[config.mk]
export PLATFORM = sky130hd
export DESIGN_NAME = dm_hart_flags
export DESIGN_NICKNAME = d
export VERILOG_FILES = /design/src/rtl/dm_hart_flags.sv
export SDC_FILE = /design/constraint.sdc
export NUM_CORES = 1
export LEC_CHECK = 0
export CAP_MARGIN = 40
export CORE_MARGIN = 8
export CORE_UTILIZATION = 30
export DETAILED_ROUTE_END_ITERATION = 6
export PLACE_DENSITY = 0.8
export SYNTH_ARGS = -nofsm -noshare
export SYNTH_HDL_FRONTEND = slang
export SYNTH_SLANG_ARGS = --single-unit
[constraint.sdc]
create_clock -name clk_i -period 1.65 [get_ports clk_i]
set_input_delay 0.2475 -clock clk_i [delete_from_list [all_inputs] [get_ports clk_i]]
set_output_delay 0.2475 -clock clk_i [all_outputs]
set_load 0.01 [all_outputs]
[src/rtl/dm_hart_flags.sv]
// Hart-side debug-memory flag and status block.
// Hosts the GO/RESUME flags the hart polls from its park loop, decodes the
// hart's acknowledge writes into one-cycle pulses for the DM control unit,
// and tracks the hart's debug state to drive halted_o and resumeack_o.
module dm_hart_flags (
  input  logic        clk_i,
  input  logic        rst_ni,
  input  logic        go_i,
  input  logic        resume_i,
  input  logic        ndmreset_i,
  input  logic        req_i,
  input  logic        we_i,
  input  logic [11:0] addr_i,
  input  logic [31:0] wdata_i,
  output logic [31:0] rdata_o,
  output logic        rvalid_o,
  output logic        going_o,
  output logic        resuming_o,
  output logic        halted_int_o,
  output logic        exception_o,
  output logic        halted_o,
  output logic        resumeack_o
);

  // Word addresses (byte address >> 2) of the decoded locations.
  localparam logic [9:0] AddrHalted    = 10'h040;
  localparam logic [9:0] AddrGoing     = 10'h041;
  localparam logic [9:0] AddrResuming  = 10'h042;
  localparam logic [9:0] AddrException = 10'h043;
  localparam logic [9:0] AddrFlags     = 10'h100;

  typedef enum logic [1:0] {
    StRunning  = 2'd0,
    StHalted   = 2'd1,
    StExec     = 2'd2,
    StResuming = 2'd3
  } state_e;

  state_e      state_q;
  logic        halted_q;
  logic        go_flag_q;
  logic        resume_flag_q;
  logic        resumeack_q;
  logic        go_prev_q;
  logic        resume_prev_q;
  logic        edge_arm_q;
  logic        going_q;
  logic        resuming_q;
  logic        halted_int_q;
  logic        exception_q;
  logic        rvalid_q;
  logic [31:0] rdata_q;

  logic        go_flag_d;
  logic        resume_flag_d;
  logic        resumeack_d;

  logic [9:0]  word_addr;
  logic        wr_halted;
  logic        wr_going;
  logic        wr_resuming;
  logic        wr_exception;
  logic        rd_flags;
  logic        go_edge;
  logic        resume_edge;

  // Write data carries no information for any decoded location.
  logic        unused_wdata;
  assign unused_wdata = ^{wdata_i, addr_i[1:0]};

  // Access decode; the byte offset within a word is ignored.
  always_comb begin
    word_addr    = addr_i[11:2];
    wr_halted    = req_i & we_i & (word_addr == AddrHalted);
    wr_going     = req_i & we_i & (word_addr == AddrGoing);
    wr_resuming  = req_i & we_i & (word_addr == AddrResuming);
    wr_exception = req_i & we_i & (word_addr == AddrException);
    rd_flags     = req_i & ~we_i & (word_addr == AddrFlags);
  end

  // Rising-edge detect on the control-unit levels. edge_arm_q stays low for
  // the first cycle after reset so a level already high at release is only
  // captured, not treated as a new request.
  always_comb begin
    go_edge     = go_i & ~go_prev_q & edge_arm_q;
    resume_edge = resume_i & ~resume_prev_q & edge_arm_q;
  end

  // Edge-detect history registers.
  always_ff @(posedge clk_i or negedge rst_ni) begin
    if (!rst_ni) begin
      go_prev_q     <= 1'b0;
      resume_prev_q <= 1'b0;
      edge_arm_q    <= 1'b0;
    end else begin
      go_prev_q     <= go_i;
      resume_prev_q <= resume_i;
      edge_arm_q    <= 1'b1;
    end
  end

  // Flag next state: (flag & ~clear) | set, so a coincident set wins.
  // ndmreset_i overrides everything.
  always_comb begin
    go_flag_d     = (go_flag_q & ~(wr_going | wr_exception)) | go_edge;
    resume_flag_d = (resume_flag_q & ~wr_resuming) | resume_edge;
    resumeack_d   = (resumeack_q & ~resume_edge) | wr_resuming;
    if (ndmreset_i) begin
      go_flag_d     = 1'b0;
      resume_flag_d = 1'b0;
      resumeack_d   = 1'b0;
    end
  end

  // Flag and sticky-acknowledge registers.
  always_ff @(posedge clk_i or negedge rst_ni) begin
    if (!rst_ni) begin
      go_flag_q     <= 1'b0;
      resume_flag_q <= 1'b0;
      resumeack_q   <= 1'b0;
    end else begin
      go_flag_q     <= go_flag_d;
      resume_flag_q <= resume_flag_d;
      resumeack_q   <= resumeack_d;
    end
  end

  // Hart debug-state FSM with registered halted level. A RESUMING write
  // always lands in RUNNING so halted_o drops on every resume acknowledge,
  // not only when the hart was already in the resuming state.
  always_ff @(posedge clk_i or negedge rst_ni) begin
    if (!rst_ni) begin
      state_q  <= StRunning;
      halted_q <= 1'b0;
    end else if (ndmreset_i) begin
      state_q  <= StRunning;
      halted_q <= 1'b0;
    end else if (wr_halted) begin
      state_q  <= StHalted;
      halted_q <= 1'b1;
    end else if (wr_resuming) begin
      state_q  <= StRunning;
      halted_q <= 1'b0;
    end else begin
      case (state_q)
        StHalted: begin
          if (wr_going) begin
            state_q  <= StExec;
            halted_q <= 1'b1;
          end else if (resume_flag_q) begin
            state_q  <= StResuming;
            halted_q <= 1'b0;
          end
        end
        StExec: begin
          if (wr_exception) begin
            state_q  <= StHalted;
            halted_q <= 1'b1;
          end
        end
        default: begin
          state_q  <= state_q;
          halted_q <= halted_q;
        end
      endcase
    end
  end

  // Acknowledge pulses, one cycle per triggering write, muted by ndmreset_i.
  always_ff @(posedge clk_i or negedge rst_ni) begin
    if (!rst_ni) begin
      going_q      <= 1'b0;
      resuming_q   <= 1'b0;
      halted_int_q <= 1'b0;
      exception_q  <= 1'b0;
    end else begin
      going_q      <= wr_going & ~ndmreset_i;
      resuming_q   <= wr_resuming & ~ndmreset_i;
      halted_int_q <= wr_halted & ~ndmreset_i;
      exception_q  <= wr_exception & ~ndmreset_i;
    end
  end

  // Access response: every access answers next cycle; only FLAGS returns data.
  always_ff @(posedge clk_i or negedge rst_ni) begin
    if (!rst_ni) begin
      rvalid_q <= 1'b0;
      rdata_q  <= 32'h0;
    end else begin
      rvalid_q <= req_i;
      rdata_q  <= rd_flags ? {30'b0, resume_flag_q, go_flag_q} : 32'h0;
    end
  end

  assign rdata_o      = rdata_q;
  assign rvalid_o     = rvalid_q;
  assign going_o      = going_q;
  assign resuming_o   = resuming_q;
  assign halted_int_o = halted_int_q;
  assign exception_o  = exception_q;
  assign halted_o     = halted_q;
  assign resumeack_o  = resumeack_q;

endmodule

## Yosys cells after proc, flatten, opt, wreduce, memory -nomap -nowiden

Index checks and enable logic that the tools add are counted.
Widths: inputs -> output; s select.

- Flip-flop bits (word level): 16
- Latch bits: 0
- RAM bits: 0
- ROM bits: 0
- Bits of input ports: 51
- Memories kept: 0

- Add/subtract/negate cells: 0
- $mul: 0
- Div/mod/pow operators: 0
- Order comparisons: 0
- Eq/ne operators: 9
- Shift-type cells: 0
- Mux-type cells: 18
- Bitwise gates (word level): 29
- Reductions and logical operators: 2

Operators with widths:

| operator | number |
|---|---|
| $eq 10x7->1 const B | 4 |
| $and 1x1->1 | 18 |
| $mux 2 | 7 |
| $eq 10x9->1 const B | 1 |
| $mux 1 | 9 |
| $not 1->1 | 7 |
| $ne 6x6->1 const B | 1 |
| $ne 5x5->1 const B | 1 |
| $reduce_bool 5->1 | 1 |
| $or 1x1->1 | 4 |
| $pmux 2 s2 | 1 |
| $reduce_and 3->1 | 1 |
| $eq 2x1->1 const B | 1 |
| $eq 2x2->1 const B | 1 |
| $pmux 1 s2 | 1 |

## Depth between registers and ports, before layout

- Depth after elaboration: 7
- Gate-level depth with buffers: 5
- Depth with buffers taken out: 4

## Worst setup path before layout

No wires, ideal clock.

- Path type: input to register
- Start: input port addr_i[9]
- End: register halted_q (netlist: halted_o)
- Arrival: 1.331 ns
- Data required time: 1.525 ns
- Setup slack: 0.194 ns
- Cell stages on the path: 4
- Cell sequence: nor4b_4 nand3_1 o21ai_1 mux2_2

- Cells in the longest elaborated chain, start to end: 7
- Elaborated cells between the ends (all ways): 17
- Classes of those cells: eq/ne (6); mux (5); bitwise (4); reduce/logical (2)

RTL lines:

| element | RTL line | source |
|---|---|---|
| start: declaration | 13 | `input logic [11:0] addr_i,` |
| $eq 10x7->1 | 75 | `wr_going = req_i & we_i & (word_addr == AddrGoing);` |
| $and 1x1->1 | 75 |  |
| $mux 1 | 147 | `if (wr_going) begin` |
| $pmux 1 s2 | 145 | `case (state_q)` |
| $mux 1 | 141 | `end else if (wr_resuming) begin` |
| $mux 1 | 138 | `end else if (wr_halted) begin` |
| $mux 1 | 135 | `end else if (ndmreset_i) begin` |
| end signal: assignment | 163 | `halted_q <= halted_q;` |
| end: declaration | 40 | `logic halted_q;` |

Parallel ways exist; a longest one is shown, timed or not.
A chain may end at the register's enable or synchronous reset.

## Worst setup path in the final report

- Start: input port addr_i[9]
- End: register state_q[1]

- Cells in the longest elaborated chain, start to end: 7
- Elaborated cells between the ends (all ways): 17
- Classes of those cells: eq/ne (6); mux (5); bitwise (4); reduce/logical (2)

RTL lines:

| element | RTL line | source |
|---|---|---|
| $eq 10x7->1 | 75 |  |
| $and 1x1->1 | 75 |  |
| $mux 2 | 147 |  |
| $pmux 2 s2 | 145 |  |
| $mux 2 | 141 |  |
| $mux 2 | 138 |  |
| $mux 2 | 135 |  |
| end signal: assignment | 136 | `state_q <= StRunning;` |
| end signal: assignment | 139 | `state_q <= StHalted;` |
| end signal: assignment | 142 | `state_q <= StRunning;` |
| end: declaration | 39 | `state_e state_q;` |

Parallel ways exist; a longest one is shown, timed or not.

==> results.py <==
metrics = {
    "status": {
        "status": "complete, no violations",
    },
    "layout": {
        "areaGrowthSynthToFinish_pct": 33.4,
        "fin_nets": 189,
        "layout-drive-gt1-share_pct": 17.5,
        "utilization_pct": 41.7,
        "final_cell_mix": "conb_1 (31), clkdlybuf4s50_1 (25), dfrtp_1 (16)",
        "diodes": 0,
        "final_common_cell": "conb_1",
    },
    "yosys": {
        "ys_warn_count": 0,
        "async_flop_share_pct": 100,
        "syn_area_um2": 955,
        "avgSynthCellArea_um2": 9.74,
        "synthFlopType": "dfrtp_1",
        "seq_area_frac_synth_pct": 41.9,
        "yosysTopAreaCellShare_pct": 41.9,
        "synth_cells": 98,
        "yosysTopAreaCell": "dfrtp_1",
        "ys_top_cells_by_area": "dfrtp_1 (42%), buf_4 (24%), mux2_2 (3.5%)",
        "synth-edff-count": 0,
        "synthDistinctLibCells": 30,
        "ys_ff_latch": 16,
    },
    "sta": {
        "rsz0062_at_grt": "false",
        "fin_ws_ns": 0.0721,
        "fmax_ghz": 0.634,
        "final_max_slew_viol_count": 0,
        "period_share_pct": 95.6,
        "fin_crit_ns": 1.58,
        "finClkSkew_ns": 0.00188,
        "final-hold-violation-count": 0,
        "holdWs_ns": 0.276,
        "finalSetupViolCount": 0,
    },
    "global_routing": {
        "use_met1_pct": 8.64,
        "grt-busiest-layer": "met2",
        "track_usage_pct": 8.02,
        "gr-total-overflow": 0,
        "grtUsageMet3_pct": 3.72,
        "antenna_found_initial": 0,
        "use_met2_pct": 12.9,
        "grt_pass1_wl_um": 3370,
        "grt_pass1_vias": 754,
        "grt_max_degree": 17,
    },
    "routing": {
        "num_vias": 735,
        "via_per_inst": 4.06,
        "ant_nets": 0,
        "wire_per_inst_um": 11.6,
        "drt-initial-drc-count": 49,
        "routed_wl_um": 2100,
        "drc_errors": 0,
        "firstDrtPassIters": 4,
    },
    "setup_path": {
        "path_class": "primary input to flip-flop",
        "worst_setup_path_end_kind": "flip-flop",
        "crit_fanout": 5,
        "critPathLaunchType": "primary input",
        "arrival_ns": 1.79,
        "crit_required_ns": 1.86,
    },
    "power": {
        "p_switching_w": 0.000211,
        "power_density_nw_per_um2": 644,
        "vdd_drop_max_mv": 0.216,
        "pwr-share-clk_pct": 31.2,
        "comb_power_share_pct": 18.6,
        "swShare_pct": 25.8,
        "leakagePower_nw": 0.578,
        "cell_internal_pwr_w": 0.000609,
        "p_seq_share_pct": 50.2,
    },
    "die": {
        "start_util_pct": 31.3,
        "die_area_um2": 5240,
        "core_um2": 3050,
        "die_x_um": 72.4,
        "die_h_um": 72.4,
        "rows": 20,
        "ios": 90,
    },
    "clocking": {
        "clk_latency_ns": 0.28,
        "ctsHtreeMaxLevel": 1,
        "numCtsBuffers": 3,
        "clockBufferDepth": 2,
        "ctsHoldBuffers": 0,
        "clock-sinks": 16,
        "path_clk_slew_ns": 0.09,
        "ctsRootBufferMaster": "clkbuf_4",
        "cts_tree": "built",
    },
    "hold_path": {
        "worstHoldPathType": "primary input to asynchronous set/reset pin",
    },
    "place": {
        "gp_congestion": 0.813,
        "portBuffers": 25,
        "dpl_worst_slack_ns": -0.234,
        "place.detailed.hpwl_um": 1730,
    },
    "run": {
        "drv_cap": 0,
    },
}
## through the flow
| step | total power, W | cell area (um2) | setup TNS (ns) | instances |
|---|---|---|---|---|
| floorplan | 0.000540 | 1060 | 0 | 127 |
| global placement | 0.000566 | 1230 | -0.861 | 177 |
| detailed placement | 0.000568 | 1230 | -1.09 | 177 |
| CTS | 0.000827 | 1270 | 0 | 181 |
| global route | 0.000857 | 1270 | 0 | 181 |
| finish | 0.000820 | 1270 | 0 | 181 |
## power by group through the flow
stage / sequential, W / clock (W) / combinational, W
floorplan: 0.000418 / 0 / 0.000123
global placement: 0.000419 / 0 / 0.000147
detailed placement: 0.000419 / 0 / 0.000149
CTS: 0.000411 / 0.000265 / 0.000150
global route: 0.000413 / 0.000274 / 0.000170
finish: 0.000412 / 0.000256 / 0.000152
## path summary, 6_finish.rpt
path / start / cells after the start / slack [ns] / endpoint
worst max-delay path: addr_i[9] / 6 / 0.07 / state_q[1]
worst min-delay path: rst_ni / 2 / 0.28 / resume_prev_q
worst max register to register: state_q[0] / 4 / 0.25 / state_q[0]
worst min register to register: go_flag_q / 2 / 0.51 / rdata_o[0]
max in group asynchronous: rst_ni / 2 / 1.20 / state_q[1]
min in group clk_i: req_i / 1 / 0.42 / rvalid_o
## cell families after synthesis
| kind of cell | count (synthesis) | share of synthesized area, % |
|---|---|---|
| buffers and inverters | 37 | 26.3 |
| AND/OR/NAND/NOR | 28 | 19.1 |
| flip-flops | 16 | 41.9 |
| AO/OA/AOI/OAI | 12 | 8.26 |
| multiplexers | 3 | 3.54 |
| other | 2 | 0.787 |
## synth_stat cells, drive strengths merged, types with 2 or more instances
master   n
a21oi    3
buf     30
clkbuf   2
conb     2
dfrtp   16
inv      5
mux2     3
nand2    2
nand2b   3
nand3    2
nand4    2
nor2     5
nor2b    2
nor3     3
nor3b    2
nor4     2
nor4b    2
o21ai    3
## registers in the layout, summed over array words and instances, names as in the netlist
register / count
edge_arm_q: 1
exception_o: 1
go_flag_q: 1
go_prev_q: 1
going_o: 1
halted_int_o: 1
halted_o: 1
rdata_o: 2
resume_flag_q: 1
resume_prev_q: 1
resumeack_o: 1
resuming_o: 1
rvalid_o: 1
state_q: 2
## worst max-delay path, cell delays in order
cell	delay [ns]
clkdlybuf4s50_1	0.44
nor4b_4	0.32
buf_4	0.19
nand4_1	0.14
mux2_2	0.31
nor3_2	0.14
## timing repair
action / in CTS / in global routing
setup endpoints to repair: 0 / 2
buffers inserted: 0 / 0
resized for setup: 0 / 1
## area by class of cell
| type | count | area [um2] |
|---|---|---|
| Inverter | 5 | 18.8 |
| Fill cell | 320 | 1780 |
| Tap cell | 44 | 55.1 |
| Sequential cell | 16 | 400 |
| Multi-Input combinational cell | 74 | 415 |
| Timing Repair Buffer | 38 | 348 |
| Clock buffer | 4 | 36.3 |
## layer usage
layer  routed length, um  part of all wire (%)  vias up
li1                    -                     -      350
met1                 830                    40      334
met2                 934                    45       47
met3                 291                    14        4
met4                  39                   1.9        0
met5                   0                     0        -
(Power assumes the default switching activity.)
